File: config.mk
export PLATFORM = sky130hd
export DESIGN_NAME = read_dispatcher
export DESIGN_NICKNAME = d
export VERILOG_FILES = /design/src/rtl/read_dispatcher_pkg.sv /design/src/rtl/rd_out_stage.sv /design/src/rtl/read_dispatcher.sv
export SDC_FILE = /design/constraint.sdc
export NUM_CORES = 1
export LEC_CHECK = 0
export ABC_CLOCK_PERIOD_IN_PS = 2700
export CAP_MARGIN = 20
export CELL_PAD_IN_SITES_DETAIL_PLACEMENT = 1
export CELL_PAD_IN_SITES_GLOBAL_PLACEMENT = 2
export CORE_AREA = 2 2 456 458
export DETAILED_ROUTE_END_ITERATION = 8
export DIE_AREA = 0 0 458 460
export DONT_BUFFER_PORTS = 1
export HOLD_SLACK_MARGIN = 0.02
export PLACE_DENSITY_LB_ADDON = 0.1
export SYNTH_ARGS = -nofsm -noshare
export SYNTH_HDL_FRONTEND = slang
export SYNTH_SLANG_ARGS = --single-unit
File: constraint.sdc
create_clock -name clk -period 2.7 [get_ports clk]
set_input_delay 0.54 -clock clk [delete_from_list [all_inputs] [get_ports clk]]
set_output_delay 0.54 -clock clk [all_outputs]
set_load 0.02 [all_outputs]
File: src/rtl/read_dispatcher_pkg.sv
// ---------------------------------------------------------------------------
// read_dispatcher_pkg
//   Shared definitions for the SRAM read-side dispatcher.
//   - beat_kind_e : kind of beat held in the registered output stage
//   - state_e     : dispatcher FSM states
//   - PortIdWidth : width of the destination-port field in the packet header.
//                   The write path builds headers with the same field width.
//   - port_in_range : true when a header port field addresses a real port
// ---------------------------------------------------------------------------
package read_dispatcher_pkg;

    localparam int unsigned PortIdWidth = 4;

    typedef enum logic [1:0] {
        KindSop = 2'd0,
        KindVld = 2'd1,
        KindEop = 2'd2
    } beat_kind_e;

    typedef enum logic [2:0] {
        StIdle    = 3'd0,
        StHdr     = 3'd1,
        StEmitSop = 3'd2,
        StEmitHdr = 3'd3,
        StFwd     = 3'd4,
        StDrop    = 3'd5
    } state_e;

    // Header port fields are zero-extended to 32 bits by the caller so the
    // check works for any port-field width.
    function automatic logic port_in_range(input logic [31:0] port, input int unsigned num_ports);
        return port < num_ports;
    endfunction

endpackage

File: src/rtl/rd_out_stage.sv
// ---------------------------------------------------------------------------
// rd_out_stage
//   Single registered output beat (obuf) shared by all egress ports, plus the
//   per-port demux of the held beat.
//
//   Ports
//     clk, rst          clock, synchronous active-high reset
//     load              write a new beat into obuf (honoured only when free)
//     load_kind/port/data  contents of the beat being loaded
//     port_ready        per-port "take the pending beat" strobe
//     obuf_free         obuf is empty or its beat is taken this cycle
//     obuf_valid        obuf holds a beat
//     sop/eop/vld       per-port beat markers, only on the addressed port
//     out_data          packed per-port data; only the addressed slice is
//                       non-zero
// ---------------------------------------------------------------------------
module rd_out_stage
    import read_dispatcher_pkg::*;
#(
    parameter int unsigned num_of_ports    = 16,
    parameter int unsigned fifo_data_width = 64,
    parameter int unsigned port_id_width   = PortIdWidth
) (
    input  logic                                    clk,
    input  logic                                    rst,
    input  logic                                    load,
    input  beat_kind_e                              load_kind,
    input  logic [port_id_width-1:0]                load_port,
    input  logic [fifo_data_width-1:0]              load_data,
    input  logic [num_of_ports-1:0]                 port_ready,
    output logic                                    obuf_free,
    output logic                                    obuf_valid,
    output logic [num_of_ports-1:0]                 sop,
    output logic [num_of_ports-1:0]                 eop,
    output logic [num_of_ports-1:0]                 vld,
    output logic [fifo_data_width*num_of_ports-1:0] out_data
);

    logic                       obuf_valid_q;
    beat_kind_e                 obuf_kind_q;
    logic [port_id_width-1:0]   obuf_port_q;
    logic [fifo_data_width-1:0] obuf_data_q;
    logic                       sel_ready;

    // The held beat only changes once it has been taken (or obuf was empty),
    // so a stalled port always sees a stable beat.
    always_ff @(posedge clk) begin
        if (rst) begin
            obuf_valid_q <= 1'b0;
            obuf_kind_q  <= KindSop;
            obuf_port_q  <= '0;
            obuf_data_q  <= '0;
        end else if (obuf_free) begin
            obuf_valid_q <= load;
            if (load) begin
                obuf_kind_q <= load_kind;
                obuf_port_q <= load_port;
                obuf_data_q <= load_data;
            end
        end
    end

    // Demux by comparison rather than direct indexing so that port ids that
    // do not map to a port never index out of range.
    always_comb begin
        sel_ready = 1'b0;
        sop       = '0;
        eop       = '0;
        vld       = '0;
        out_data  = '0;
        for (int unsigned p = 0; p < num_of_ports; p++) begin
            if (obuf_port_q == port_id_width'(p)) begin
                sel_ready = port_ready[p];
                if (obuf_valid_q) begin
                    sop[p] = (obuf_kind_q == KindSop);
                    vld[p] = (obuf_kind_q == KindVld);
                    eop[p] = (obuf_kind_q == KindEop);
                    out_data[p*fifo_data_width +: fifo_data_width] = obuf_data_q;
                end
            end
        end
    end

    assign obuf_free  = !obuf_valid_q || sel_ready;
    assign obuf_valid = obuf_valid_q;

endmodule

File: src/rtl/read_dispatcher.sv
// ---------------------------------------------------------------------------
// read_dispatcher
//   Takes one framed packet stream read back from SRAM (sop marker, header
//   beat, data beats, eop marker) and delivers each packet to the egress port
//   named in the low bits of its header, with the same framing per port.
//
//   Ports
//     clk, rst          clock, synchronous active-high reset
//     in_sop/vld/eop    input beat markers (priority eop > sop > vld)
//     in_data           input beat data
//     in_ready          input beat is accepted this cycle
//     port_ready        per-port backpressure for the output stage
//     sop/eop/vld       per-port output beat markers
//     out_data          packed per-port output data, slice p = [(p+1)*W-1:p*W]
//     busy              a packet is in flight or a beat is still held
//     drop_err          one-cycle pulse, registered, when a packet is discarded
// ---------------------------------------------------------------------------
module read_dispatcher
    import read_dispatcher_pkg::*;
#(
    parameter int unsigned num_of_ports    = 16,
    parameter int unsigned fifo_data_width = 64,
    parameter int unsigned port_id_width   = PortIdWidth
) (
    input  logic                                    clk,
    input  logic                                    rst,
    input  logic                                    in_sop,
    input  logic                                    in_vld,
    input  logic                                    in_eop,
    input  logic [fifo_data_width-1:0]              in_data,
    output logic                                    in_ready,
    input  logic [num_of_ports-1:0]                 port_ready,
    output logic [num_of_ports-1:0]                 sop,
    output logic [num_of_ports-1:0]                 eop,
    output logic [num_of_ports-1:0]                 vld,
    output logic [fifo_data_width*num_of_ports-1:0] out_data,
    output logic                                    busy,
    output logic                                    drop_err
);

    state_e                     state_q, state_d;
    logic [port_id_width-1:0]   dest_q, dest_d;
    logic [fifo_data_width-1:0] hdr_word_q, hdr_word_d;
    logic                       drop_err_q, drop_event;

    logic                       obuf_free;
    logic                       obuf_valid;
    logic                       load;
    beat_kind_e                 load_kind;
    logic [fifo_data_width-1:0] load_data;

    logic                       accept;
    logic [port_id_width-1:0]   hdr_port;

    assign accept   = in_ready && (in_sop || in_vld || in_eop);
    assign hdr_port = in_data[port_id_width-1:0];

    // State register
    always_ff @(posedge clk) begin
        if (rst) begin
            state_q    <= StIdle;
            dest_q     <= '0;
            hdr_word_q <= '0;
            drop_err_q <= 1'b0;
        end else begin
            state_q    <= state_d;
            dest_q     <= dest_d;
            hdr_word_q <= hdr_word_d;
            drop_err_q <= drop_event;
        end
    end

    // Next-state logic
    always_comb begin
        state_d    = state_q;
        dest_d     = dest_q;
        hdr_word_d = hdr_word_q;
        drop_event = 1'b0;
        unique case (state_q)
            StIdle: begin
                // Stray vld/eop beats are swallowed here.
                if (accept && !in_eop && in_sop) begin
                    state_d = StHdr;
                end
            end
            StHdr: begin
                if (accept) begin
                    if (in_eop) begin
                        // sop immediately followed by eop: nothing to deliver.
                        drop_event = 1'b1;
                        state_d    = StIdle;
                    end else if (!in_sop && in_vld) begin
                        dest_d     = hdr_port;
                        hdr_word_d = in_data;
                        if (port_in_range(32'(hdr_port), num_of_ports)) begin
                            state_d = StEmitSop;
                        end else begin
                            drop_event = 1'b1;
                            state_d    = StDrop;
                        end
                    end
                end
            end
            StEmitSop: begin
                // Waiting for obuf_free also keeps a new packet from overtaking
                // the previous packet's eop.
                if (obuf_free) begin
                    state_d = StEmitHdr;
                end
            end
            StEmitHdr: begin
                if (obuf_free) begin
                    state_d = StFwd;
                end
            end
            StFwd: begin
                if (accept && in_eop) begin
                    state_d = StIdle;
                end
            end
            StDrop: begin
                if (accept && in_eop) begin
                    state_d = StIdle;
                end
            end
            default: begin
                state_d = StIdle;
            end
        endcase
    end

    // Output logic
    always_comb begin
        in_ready  = 1'b0;
        load      = 1'b0;
        load_kind = KindVld;
        load_data = '0;
        if (!rst) begin
            unique case (state_q)
                StIdle, StHdr, StDrop: begin
                    in_ready = 1'b1;
                end
                StEmitSop: begin
                    load      = obuf_free;
                    load_kind = KindSop;
                end
                StEmitHdr: begin
                    load      = obuf_free;
                    load_kind = KindVld;
                    load_data = hdr_word_q;
                end
                StFwd: begin
                    // A beat is only taken when obuf can absorb it this cycle.
                    in_ready = obuf_free;
                    if (obuf_free && in_eop) begin
                        load      = 1'b1;
                        load_kind = KindEop;
                    end else if (obuf_free && !in_sop && in_vld) begin
                        load      = 1'b1;
                        load_kind = KindVld;
                        load_data = in_data;
                    end
                end
                default: begin
                end
            endcase
        end
    end

    rd_out_stage #(
        .num_of_ports   (num_of_ports),
        .fifo_data_width(fifo_data_width),
        .port_id_width  (port_id_width)
    ) u_out_stage (
        .clk       (clk),
        .rst       (rst),
        .load      (load),
        .load_kind (load_kind),
        .load_port (dest_q),
        .load_data (load_data),
        .port_ready(port_ready),
        .obuf_free (obuf_free),
        .obuf_valid(obuf_valid),
        .sop       (sop),
        .eop       (eop),
        .vld       (vld),
        .out_data  (out_data)
    );

    assign busy     = (state_q != StIdle) || obuf_valid;
    assign drop_err = drop_err_q;

endmodule
==> parameters.txt, run 1 <==
Parameter                              Value

Worst setup path
  Worst reg2reg path endpoint ... u_out_stage.obuf_data_q[55]
  Setup slack of the worst register-to-register path ... 0.13 ns
  Type of the worst setup path ... reg2out
  Highest fanout seen on the critical path ... 16
  Required time worst endpoint ... 2.16 ns
  RR Startpoint ... u_out_stage.obuf_port_q[1]
  Nature of the critical path endpoint ... output pin
  Arrival time of data at the critical path endpoint ... about 2.5 ns
  Element type at the critical path start ... register
  Worst r2r path cells ... 10

Global route
  Number of global-route vias before repair ... 19900
  GRT Util Overall ... 0.148
  Gr ovfl total ... 0
  Maximum number of pins on one net before global-route repair ... 82
  Wire length of the first global-routing pass ... 208000 um
  Number of antenna violations at the first check in global routing ... 16

Hold path
  Hold Crit Start ... rst
  Worst hold path type ... in2reg
  Hold endpoint ... hdr_word_q[63]
  Worst Hold Path Cells ... 1

Timing
  Peak Freq ... approximately 330 MHz
  Pins Over Slew Limit ... 0
  PnR worst setup slack ... -0.294 ns
  Share of the clock period used by the worst path after layout ... 1.11
  RSZ-0062 raised after global routing ... yes
  Worst clock skew ... 0.00981 ns
  Relative slew slack ... 0.585
  Setup-failing EPs final ... between 600 and 700
  Final hold vios ... 0
  Shortest period the worst path allows ... 2.99 ns
  Actual transition at the worst max-transition pin ... slightly above 0.6 ns
  Post-route setup TNS ... -71.92 ns

Logic synthesis
  Commonest register cell after synthesis ... sky130_fd_sc_hd__dfxtp_1
  Share of the synthesized area in the top cell type ... 0.379
  Yosys warning count ... 0
  Sequential cell area fraction in the yosys report ... 0.258
  Register bit count reported by yosys ... about 140
  Number of enable flip-flop cells after synthesis ... 0
  Mean area per synthesized cell ... about 5.5 sq um
  Synth area leader ... sky130_fd_sc_hd__nor2_1
  Mapped cell area ... 10800 sq um
  Post-Synthesis Cells ... 1966
  Most area-consuming cells after synthesis ... sky130_fd_sc_hd__nor2_1, sky130_fd_sc_hd__dfxtp_1, sky130_fd_sc_hd__nand2_1
  Synth async-reset ratio ... 0
  Top cells by instance count after synthesis ... sky130_fd_sc_hd__nor2_1, sky130_fd_sc_hd__nand2_1, sky130_fd_sc_hd__clkbuf_1
  Net count after synthesis ... 2051
  Most frequent cell after synthesis ... sky130_fd_sc_hd__nor2_1
  Synth cell types ... 50

Outcome
  Violated checks ... negative setup slack
  Result of the run ... finished, violations left

Clock tree
  H-tree Lvls ... 4
  Clock transition time at the flip-flop clock pins of the worst setup and hold paths ... 0.07 ns
  Num Clock Sinks ... 139
  Cell chosen for the clock root ... sky130_fd_sc_hd__clkbuf_16
  CTS tree ... done
  Number of buffers added by the clock tree synthesis step ... 17
  Clock latency on the worst-skew pair ... between 0.4 and 0.5 ns
  Maximum number of buffers from clock root to sink ... 2

Placement
  Number of buffers added on ports ... 0
  Worst-case setup slack after placement ... -0.129 ns
  Placed wire-length estimate after detailed placement ... 106000 um
  Global placement routability congestion ... roughly 0.77

Floorplan
  Initial Util ... 0.0523
  Die Footprint ... 211000 sq um
  Die W ... 458 um
  Die span in y ... 460 um
  Standard cell core area ... 206000 sq um
  Top-Level Pins ... between 1000 and 1500
  Floorplan row count ... 167

Final layout
  Final #Nets ... 3204
  Growth of design area from synthesis to finish ... 209%
  Ratio of cells with drive above 1 in the final layout ... 0.643
  Final core utilization ... 0.161
  Number of antenna repair diodes ... 0

Route
  Overall routed net length ... ~180000 um
  Detailed router's first-iteration violation count ... just over 1000
  Antenna viol nets, final ... 0
  DRC ... 0
  Vias per cell ... 3.34
  Average wire per cell in the routed design ... 30.3 um
  Total number of vias ... 19500
  Initial DRT Pass Iterations ... 5

Flow run
  Maximum capacitance violations ... 0

Pwr
  Static power due to leakage ... 11.6 nW
  Cell Pwr Density ... 149 nW/um^2
  Worst-case vdd ir drop ... 0.376 mV
[worst max-delay path by stage]
| stage | start | end | slack (ns) | cells past startpoint |
|---|---|---|---|---|
| floorplan | port_ready[1] | in_ready | 0.30 | 6 |
| global placement | u_out_stage.obuf_port_q[0] | in_ready | -0.13 | 9 |
| detailed placement | u_out_stage.obuf_port_q[0] | out_data[941] | -0.13 | 7 |
| CTS | u_out_stage.obuf_port_q[1] | in_ready | -0.36 | 10 |
| global route | u_out_stage.obuf_port_q[1] | in_ready | -0.39 | 10 |
| finish | u_out_stage.obuf_port_q[0] | out_data[905] | -0.29 | 11 |
[timing repair]
item	CTS	global route
setup buffers	86	38
pin swaps	30	53
gates cloned	57	37
endpoints found under the setup margin	1060	891
resized for setup	951	825
hold buffers	0	0
[area by class of cell]
type	count	area [sq um]
fillers	24100	173000
repair buffers	1377	15300
multi-input cells	1576	11200
well taps	2704	3380
flip-flops and latches	139	2800
clock buffers	22	484
clock inverters	10	114
inverters	8	32.5
[sequential cells by signal, indices dropped and copies added (netlist names)]
name / count
hdr_word_q: 61
u_out_stage.obuf_data_q: 64
u_out_stage.obuf_port_q: 4
dest_q: 3
state_q: 3
drop_err: 1
u_out_stage.obuf_valid: 1
u_out_stage.obuf_kind_q: 2
[cells in the final DEF (no fill, tap or decap), types with 3 or more instances in the layout]
master,count
sky130_fd_sc_hd__buf_4,678
sky130_fd_sc_hd__nor2_1,552
sky130_fd_sc_hd__buf_6,508
sky130_fd_sc_hd__nor2_4,497
sky130_fd_sc_hd__nand2_1,186
sky130_fd_sc_hd__dfxtp_1,134
sky130_fd_sc_hd__buf_12,85
sky130_fd_sc_hd__a21oi_1,71
sky130_fd_sc_hd__buf_16,70
sky130_fd_sc_hd__a22oi_1,64
sky130_fd_sc_hd__o2bb2ai_1,50
sky130_fd_sc_hd__clkbuf_16,42
sky130_fd_sc_hd__nor2_2,40
sky130_fd_sc_hd__o2bb2ai_2,15
sky130_fd_sc_hd__nand2_8,10
sky130_fd_sc_hd__nand2_2,9
sky130_fd_sc_hd__buf_8,8
sky130_fd_sc_hd__nand3_4,7
sky130_fd_sc_hd__inv_1,6
sky130_fd_sc_hd__mux2i_1,6
sky130_fd_sc_hd__nand2_4,5
sky130_fd_sc_hd__dfxtp_4,5
sky130_fd_sc_hd__nand3_1,4
sky130_fd_sc_hd__o21ai_0,4
sky130_fd_sc_hd__clkbuf_8,4
sky130_fd_sc_hd__clkinv_2,4
sky130_fd_sc_hd__nand4_1,3
sky130_fd_sc_hd__nand2b_1,3
sky130_fd_sc_hd__nand3b_1,3
sky130_fd_sc_hd__a21oi_4,3
sky130_fd_sc_hd__bufbuf_16,3
[critical path: stages, from the launching register on]
cell and delay [ns]:
sky130_fd_sc_hd__dfxtp_4 0.37, sky130_fd_sc_hd__buf_12 0.13, sky130_fd_sc_hd__buf_8 0.12, sky130_fd_sc_hd__buf_6 0.11, sky130_fd_sc_hd__nor2b_4 0.13, sky130_fd_sc_hd__buf_6 0.16
sky130_fd_sc_hd__nand3_4 0.13, sky130_fd_sc_hd__buf_12 0.17, sky130_fd_sc_hd__clkbuf_16 0.17, sky130_fd_sc_hd__clkbuf_16 0.19, sky130_fd_sc_hd__nor2_1 0.11, sky130_fd_sc_hd__buf_4 0.17
[kinds of logic after synthesis]
kind of cell,count (synthesis),synth area share
and+or+nand+nor,1334,0.474
buffers and inverters,253,0.0956
AOI/OAI and AO/OA,231,0.163
DFF,139,0.258
muxes,9,0.00860
[power breakdown]
group / internal (mW) / leakage [nW] / switching [mW] / total, mW
sequential: 2.05 / 1.12 / 0.0114 / 2.07
combinational: 0.0940 / 10.1 / 0.185 / 0.279
clock: 1.46 / 0.296 / 1.14 / 2.60
total: 3.61 / 11.6 / 1.33 / 4.94
[metal layers]
layer  global-route usage  share of wire
met2                0.285           0.53
met3               0.0343          0.053
met1                0.169           0.40
met4               0.0185          0.012
met5                    0        0.00032
[through the flow]
stage	area [sq um]	hold slack [ns]	cells	power, mW
final	33300	0.128	5836	4.94
after global routing	33300	0.0905	5836	5.16
after CTS	29300	0.0999	5781	5.09
after detailed placement	22600	0.445	5607	2.37
after global placement	22600	0.439	5607	2.37
after floorplan	10800	0.432	1966	2.27
No activity file was read; power rests on OpenSTA's default activity.
==> run 2, diff against run 1 <==
--- a/config.mk
+++ b/config.mk
@@ -10,6 +10,7 @@
 export CELL_PAD_IN_SITES_DETAIL_PLACEMENT = 1
 export CELL_PAD_IN_SITES_GLOBAL_PLACEMENT = 2
 export CORE_AREA = 2 2 456 458
+export CTS_CLUSTER_DIAMETER = 60
 export DETAILED_ROUTE_END_ITERATION = 8
 export DIE_AREA = 0 0 458 460
 export DONT_BUFFER_PORTS = 1
==> results of run 2 <==
The final DEF is identical to that of run 1; final timing and power are the same.
==> run 3, diff against run 2 <==
--- a/config.mk
+++ b/config.mk
@@ -16,6 +16,7 @@
 export DONT_BUFFER_PORTS = 1
 export HOLD_SLACK_MARGIN = 0.02
 export PLACE_DENSITY_LB_ADDON = 0.1
+export SLEW_MARGIN = 0
 export SYNTH_ARGS = -nofsm -noshare
 export SYNTH_HDL_FRONTEND = slang
 export SYNTH_SLANG_ARGS = --single-unit
==> results of run 3 <==
The final DEF is identical to that of run 1; final timing and power are the same.
